<file path="config.mk">
export PLATFORM = sky130hd
export DESIGN_NAME = uart_rx_frame
export DESIGN_NICKNAME = d
export VERILOG_FILES = /design/src/rtl/uart_pkg.sv /design/src/rtl/sync_2ff.sv /design/src/rtl/uart_rx_frame.sv
export SDC_FILE = /design/constraint.sdc
export NUM_CORES = 1
export LEC_CHECK = 0
export BUFFER_PORTS_ARGS = -buffer_cell sky130_fd_sc_hd__buf_4
export CORE_UTILIZATION = 45
export CTS_CLUSTER_DIAMETER = 80
export CTS_CLUSTER_SIZE = 12
export DETAILED_ROUTE_END_ITERATION = 7
export PLACE_DENSITY = 0.73
export SLEW_MARGIN = 15
export SYNTH_ARGS = -nofsm -noshare
export SYNTH_HDL_FRONTEND = slang
export SYNTH_HIERARCHICAL = 1
export SYNTH_SLANG_ARGS = --single-unit
</file>
<file path="constraint.sdc">
create_clock -name hwclk -period 2.47 [get_ports hwclk]
set_input_delay 0.1235 -clock hwclk [delete_from_list [all_inputs] [get_ports hwclk]]
set_output_delay 0.1235 -clock hwclk [all_outputs]
set_load 0.05 [all_outputs]
</file>
<file path="src/rtl/uart_pkg.sv">
// Shared UART definitions for the receive and transmit paths.
//   OVERSAMPLE      : clocks per bit per unit of prescale
//   DATA_WIDTH_DEF  : default data bits per frame
//   PRESCALE_W_DEF  : default width of the prescale input
//   rx_state_e      : receiver frame state
package uart_pkg;

  localparam int unsigned OVERSAMPLE     = 8;
  localparam int unsigned DATA_WIDTH_DEF = 8;
  localparam int unsigned PRESCALE_W_DEF = 16;

  typedef enum logic [1:0] {
    RX_IDLE  = 2'd0,
    RX_START = 2'd1,
    RX_DATA  = 2'd2,
    RX_STOP  = 2'd3
  } rx_state_e;

endpackage

</file>
<file path="src/rtl/sync_2ff.sv">
// Generic two-flop synchroniser for an asynchronous single-bit input.
//   clk   : destination clock
//   rst_n : asynchronous active-low reset; both flops load RST_VAL
//   d     : asynchronous input
//   q     : synchronised output
module sync_2ff #(
  parameter logic RST_VAL = 1'b1
) (
  input  logic clk,
  input  logic rst_n,
  input  logic d,
  output logic q
);

  logic [1:0] sync_q;
  logic [1:0] sync_d;

  always_comb begin
    sync_d = {sync_q[0], d};
  end

  always_ff @(posedge clk or negedge rst_n) begin
    if (!rst_n) begin
      sync_q <= {2{RST_VAL}};
    end else begin
      sync_q <= sync_d;
    end
  end

  assign q = sync_q[1];

endmodule

</file>
<file path="src/rtl/uart_rx_frame.sv">
// UART receiver (start, DATA_WIDTH data bits LSB first, one stop bit).
// Deserialises rxd and presents each byte on a valid/ready handshake.
//   hwclk           : system clock
//   reset_n         : asynchronous active-low reset
//   rxd             : asynchronous serial input, idles high
//   prescale        : bit time = prescale*8 clocks, captured at start detect
//   rx_data_o       : received byte
//   rx_valid_o      : rx_data_o holds an unconsumed byte
//   rx_ready_i      : consumer takes the byte this cycle
//   busy_o          : frame reception in progress
//   overrun_error_o : pulse, new byte overwrote an unconsumed one
//   frame_error_o   : pulse, stop bit sampled low
module uart_rx_frame
  import uart_pkg::*;
#(
  parameter int unsigned DATA_WIDTH = DATA_WIDTH_DEF,
  parameter int unsigned PRESCALE_W = PRESCALE_W_DEF
) (
  input  logic                  hwclk,
  input  logic                  reset_n,
  input  logic                  rxd,
  input  logic [PRESCALE_W-1:0] prescale,
  output logic [DATA_WIDTH-1:0] rx_data_o,
  output logic                  rx_valid_o,
  input  logic                  rx_ready_i,
  output logic                  busy_o,
  output logic                  overrun_error_o,
  output logic                  frame_error_o
);

  localparam int unsigned CNT_W = PRESCALE_W + 3;
  localparam int unsigned IDX_W = (DATA_WIDTH > 1) ? $clog2(DATA_WIDTH) : 1;
  localparam logic [IDX_W-1:0] LAST_IDX = IDX_W'(DATA_WIDTH - 1);

  // Clock count of 'mult' oversample ticks minus one, for a given prescale.
  function automatic logic [CNT_W-1:0] ticks_m1(input logic [PRESCALE_W-1:0] pv,
                                                input int unsigned          mult);
    return (CNT_W'(pv) * CNT_W'(mult)) - CNT_W'(1);
  endfunction

  logic rxd_s;

  sync_2ff #(.RST_VAL(1'b1)) u_sync_rxd (
    .clk   (hwclk),
    .rst_n (reset_n),
    .d     (rxd),
    .q     (rxd_s)
  );

  rx_state_e             state_q,    state_d;
  logic [CNT_W-1:0]      cnt_q,      cnt_d;
  logic [IDX_W-1:0]      bit_idx_q,  bit_idx_d;
  logic [DATA_WIDTH-1:0] shift_q,    shift_d;
  logic [PRESCALE_W-1:0] pv_q,       pv_d;
  logic                  rxd_d3_q,   rxd_d3_d;
  logic [1:0]            flush_q,    flush_d;
  logic                  armed_q,    armed_d;
  logic [DATA_WIDTH-1:0] data_q,     data_d;
  logic                  valid_q,    valid_d;
  logic                  busy_q,     busy_d;
  logic                  ovr_q,      ovr_d;
  logic                  ferr_q,     ferr_d;

  logic                  flushed;
  logic                  fall;
  logic                  deliver;
  logic [PRESCALE_W-1:0] pv_in;
  logic [DATA_WIDTH:0]   shift_ext;

  // Synchroniser output is only meaningful two clocks after reset release.
  assign flushed = (flush_q == 2'd2);
  // Start edges are accepted only once the line has been seen high since reset.
  assign fall      = armed_q & rxd_d3_q & ~rxd_s;
  assign pv_in     = (prescale == '0) ? PRESCALE_W'(1) : prescale;
  assign shift_ext = {rxd_s, shift_q};

  // Next-state, datapath and output logic.
  always_comb begin
    state_d   = state_q;
    cnt_d     = cnt_q;
    bit_idx_d = bit_idx_q;
    shift_d   = shift_q;
    pv_d      = pv_q;
    data_d    = data_q;
    valid_d   = valid_q;
    ovr_d     = 1'b0;
    ferr_d    = 1'b0;
    deliver   = 1'b0;
    rxd_d3_d  = rxd_s;
    flush_d   = flushed ? flush_q : flush_q + 2'd1;
    armed_d   = armed_q | (flushed & rxd_s);

    unique case (state_q)
      RX_IDLE: begin
        if (fall) begin
          pv_d    = pv_in;
          cnt_d   = ticks_m1(pv_in, OVERSAMPLE / 2);
          state_d = RX_START;
        end
      end
      RX_START: begin
        if (cnt_q == '0) begin
          if (!rxd_s) begin
            cnt_d     = ticks_m1(pv_q, OVERSAMPLE);
            bit_idx_d = '0;
            state_d   = RX_DATA;
          end else begin
            state_d = RX_IDLE;
          end
        end else begin
          cnt_d = cnt_q - CNT_W'(1);
        end
      end
      RX_DATA: begin
        if (cnt_q == '0) begin
          shift_d   = shift_ext[DATA_WIDTH:1];
          cnt_d     = ticks_m1(pv_q, OVERSAMPLE);
          bit_idx_d = bit_idx_q + IDX_W'(1);
          if (bit_idx_q == LAST_IDX) begin
            state_d = RX_STOP;
          end
        end else begin
          cnt_d = cnt_q - CNT_W'(1);
        end
      end
      RX_STOP: begin
        if (cnt_q == '0) begin
          deliver = rxd_s;
          ferr_d  = ~rxd_s;
          state_d = RX_IDLE;
        end else begin
          cnt_d = cnt_q - CNT_W'(1);
        end
      end
      default: state_d = RX_IDLE;
    endcase

    // Output handshake; a delivery wins over a same-cycle consume.
    if (deliver) begin
      data_d  = shift_q;
      valid_d = 1'b1;
      ovr_d   = valid_q & ~rx_ready_i;
    end else if (valid_q && rx_ready_i) begin
      valid_d = 1'b0;
    end

    busy_d = (state_d != RX_IDLE);
  end

  always_ff @(posedge hwclk or negedge reset_n) begin
    if (!reset_n) begin
      state_q   <= RX_IDLE;
      cnt_q     <= '0;
      bit_idx_q <= '0;
      shift_q   <= '0;
      pv_q      <= '0;
      rxd_d3_q  <= 1'b1;
      flush_q   <= 2'd0;
      armed_q   <= 1'b0;
      data_q    <= '0;
      valid_q   <= 1'b0;
      busy_q    <= 1'b0;
      ovr_q     <= 1'b0;
      ferr_q    <= 1'b0;
    end else begin
      state_q   <= state_d;
      cnt_q     <= cnt_d;
      bit_idx_q <= bit_idx_d;
      shift_q   <= shift_d;
      pv_q      <= pv_d;
      rxd_d3_q  <= rxd_d3_d;
      flush_q   <= flush_d;
      armed_q   <= armed_d;
      data_q    <= data_d;
      valid_q   <= valid_d;
      busy_q    <= busy_d;
      ovr_q     <= ovr_d;
      ferr_q    <= ferr_d;
    end
  end

  assign rx_data_o       = data_q;
  assign rx_valid_o      = valid_q;
  assign busy_o          = busy_q;
  assign overrun_error_o = ovr_q;
  assign frame_error_o   = ferr_q;

endmodule

</file>
==> flow_metrics.tcl <==
set metrics [dict create \
    clkSinkCount 66 \
    drt_pre_antenna_iters 5 \
    synth-async-reset-ratio 1.00 \
    synth_net_count 442 \
    count_of_inserted_antenna_diode_cells 0 \
    most-common-layout-cells "63 x dfrtp_1, 51 x buf_4, 36 x nand2_1, 32 x mux2_2, 24 x nor2_1" \
    dp.final_hpwl_um 6900 \
    place_worst_setup_slack_ps -4.11 \
    total_leakage_power_nw 2.00 \
    clk_root_buffer_cell "clkbuf_8" \
    syn-mean-instance-area_um2 9.94 \
    drcViolationCount 0 \
    cp-end-kind "flop" \
    synthesis.instances 410 \
    timing.critical_path.to "cnt_q[17]" \
    cts_htree_levels 3 \
    final_common_cell "dfrtp_1" \
    synth_top_area_cell "dfrtp_1" \
    register_area_um2 1660 \
    cell_count_final_fillers_out 569 \
    yosys.cell_types.count 67 \
    route.detailed.wl_per_inst_um 16.7 \
    num_vias 3458 \
    critPathMaxFanout 6 \
    max-vdd-ir-drop_v 0.000426 \
    drt_first_iter_violations 287 \
    floorplan.die.width_um 97.2 \
    chipHeight_um 97.2 \
    headroom_to_the_max_slew_limit 0.446 \
    fin_worst_skew_ps 13.7 \
    max_freq_mhz 436 \
    crit_family "simple AND/OR/NAND/NOR gates" \
    floorplan.initialDensity 0.465 \
    setup_viol 0 \
    clk_pin_slew_worst_paths_ps 80 \
    nNetsFinal 488 \
    hold_path.class "in -> reg" \
    finalHoldViolations 0 \
    area_delta_synth_final_pct 17.8 \
    whs_ps 44.7 \
    critical_path_depth 8 \
    timing.final.max_slew_violations 0 \
    antenna_violating_nets_post_route 0 \
    path_cells "inv_1, ha_1, or3b_2, nor3_1, nand2_1, xor2_1, o31ai_1, o22a_1" \
    multi_input_area_um2 2270 \
    core_area_um2 8760 \
    synth.ff_latch_count 66 \
    syn_area_um2 4080 \
    vias_per_cell 6.08 \
    portBuffers 31 \
    io-pin-count 32 \
    grt_pass1_wl_um 16000 \
    grt_usage 0.211 \
    timing.critical_path.slowest_stage_cell "or3b_2" \
    cts-buffers-inserted 9 \
    crit_type "reg -> reg" \
    synth_largest_type_area_fraction 0.387 \
    timing_worst_slew_pin_value_ps 829 \
    final_period_minus_worst_setup_slack_ps 2290 \
    max_cap_violations 0 \
    clk_buf_depth 2 \
    synthTopCellsByArea "dfrtp_1 39%, mux2_2 8.8%, ha_1 3.7%" \
    postCtsSetupBuffers 0 \
    worst_setup_path_startpoint "pv_q[0]" \
    proportion_of_layout_cells_with_a_drive_suffix_above_1 0.269 \
    maximum_number_of_pins_on_one_net_before_global_route_repair 67 \
    routed_wl_um 9520 \
    timing.rr.end "cnt_q[17]" \
    synth.yosys.seq_area_share 0.406 \
    r2r-start "pv_q[0]" \
    finalCritPeriodShare 0.929 \
    layout.filler_cells 738 \
    postLayoutCoreUtil 0.548 \
    num_rows 34 \
    cts_tree "built" \
    synth_ff_type "dfrtp_1" \
    globalRoute.totalOverflow 0 \
    min_from "prescale[15]" \
    power_per_cell_area_nw_per_um2 1020 \
    reg2regPathDepth 8 \
    grt_antenna_before_repair 0 \
    synth_edf_count 0 \
    rsz0062_at_grt "no" \
    yosys_warnings 6 \
    insertion_delay_to_the_later_sink_of_the_worst_skew_pair_ps 350 \
    required_ps 2750 \
    register_to_register_path_setup_slack_ps 180 \
    critical_path_buf_inv_count 1 \
    worst_slack_ps 175 \
    run_status "complete, no violations" \
    setup_total_negative_slack_ps 0 \
    arrival_ps 2570 \
    dieArea_um2 9440 \
    grt_pass1_vias 3224 \
    slowest_delay_ps 570 \
    critical_path_start_type "flop" \
    dpl.cell_count 550 \
    rd_place_congestion 0.890 \
]
[per-layer routing]
layer | global-route usage | routed length (um) | vias up | share of wire
met5 | 0 | 0 | - | 0
met3 | 0.0374 | 428 | 23 | 0.045
met4 | 0.0861 | 256 | 0 | 0.027
met2 | 0.321 | 4480 | 113 | 0.47
li1 | - | - | 1628 | -
met1 | 0.297 | 4360 | 1694 | 0.46
[flip-flops by register name, indices dropped and copies added, names as in the netlist]
name / cells
cnt_q: 19
flush_q: 2
frame_error_o: 1
rxd_d3_q: 1
rx_data_o: 8
bit_idx_q: 3
u_sync_rxd/sync_q: 2
armed_q: 1
overrun_error_o: 1
state_q: 2
rx_valid_o: 1
pv_q: 16
shift_q: 8
busy_o: 1
[through the flow]
step | instance area, um2 | power, mW
floorplan | 4080 | 3.19
global placement | 4510 | 3.72
detailed placement | 4510 | 3.78
CTS | 4780 | 4.90
global route | 4800 | 5.24
finish | 4800 | 4.92
[layout make-up]
class / count / share of cell area
Multi-Input combinational cell: 307 / 0.473
Sequential cell: 66 / 0.345
Timing Repair Buffer: 55 / 0.0902
Tap cell: 108 / 0.0281
Clock buffer: 9 / 0.0258
Clock inverter: 7 / 0.0245
Inverter: 17 / 0.0133
[power by group]
part           switching (mW)  internal, mW  leakage [nW]
registers               0.438          1.40         0.825
clock network           0.433         0.670         0.123
logic                    1.08         0.900          1.05
[how the worst min path moves through the flow]
stage,to,slack (ps),cells past startpoint
2_1_floorplan,armed_q,-170,0
3_3_place_gp,u_sync_rxd/sync_q[0],230,1
3_5_place_dp,u_sync_rxd/sync_q[0],230,1
4_1_cts,pv_q[15],40,2
5_1_grt,pv_q[15],50,2
6_report,pv_q[15],40,2
[cells in the mapped netlist (all sizes together), types with 9 or more instances]
cell type / number
dfrtp: 63
nand2: 38
mux2: 32
o21ai: 25
nor2: 24
a21oi: 17
inv: 16
xnor2: 15
nand3: 14
xor2: 14
ha: 12
nor4: 12
clkbuf: 11
a31oi: 10
buf: 9
or4: 9
[logic make-up after synthesis]
logic type      share of synthesized area
flops                               0.406
xor+xnor                           0.0623
simple gates                        0.191
mux                                0.0884
buf+inv                            0.0402
compound gates                      0.175
fa+ha+maj                          0.0368
[repair_timing]
action | in CTS | in global routing
gates resized for setup | 0 | 5
hold buffers | 3 | 0
setup endpoints to repair | 0 | 5
endpoints found under the hold margin | 66 | 0
(Power assumes the default switching activity.)
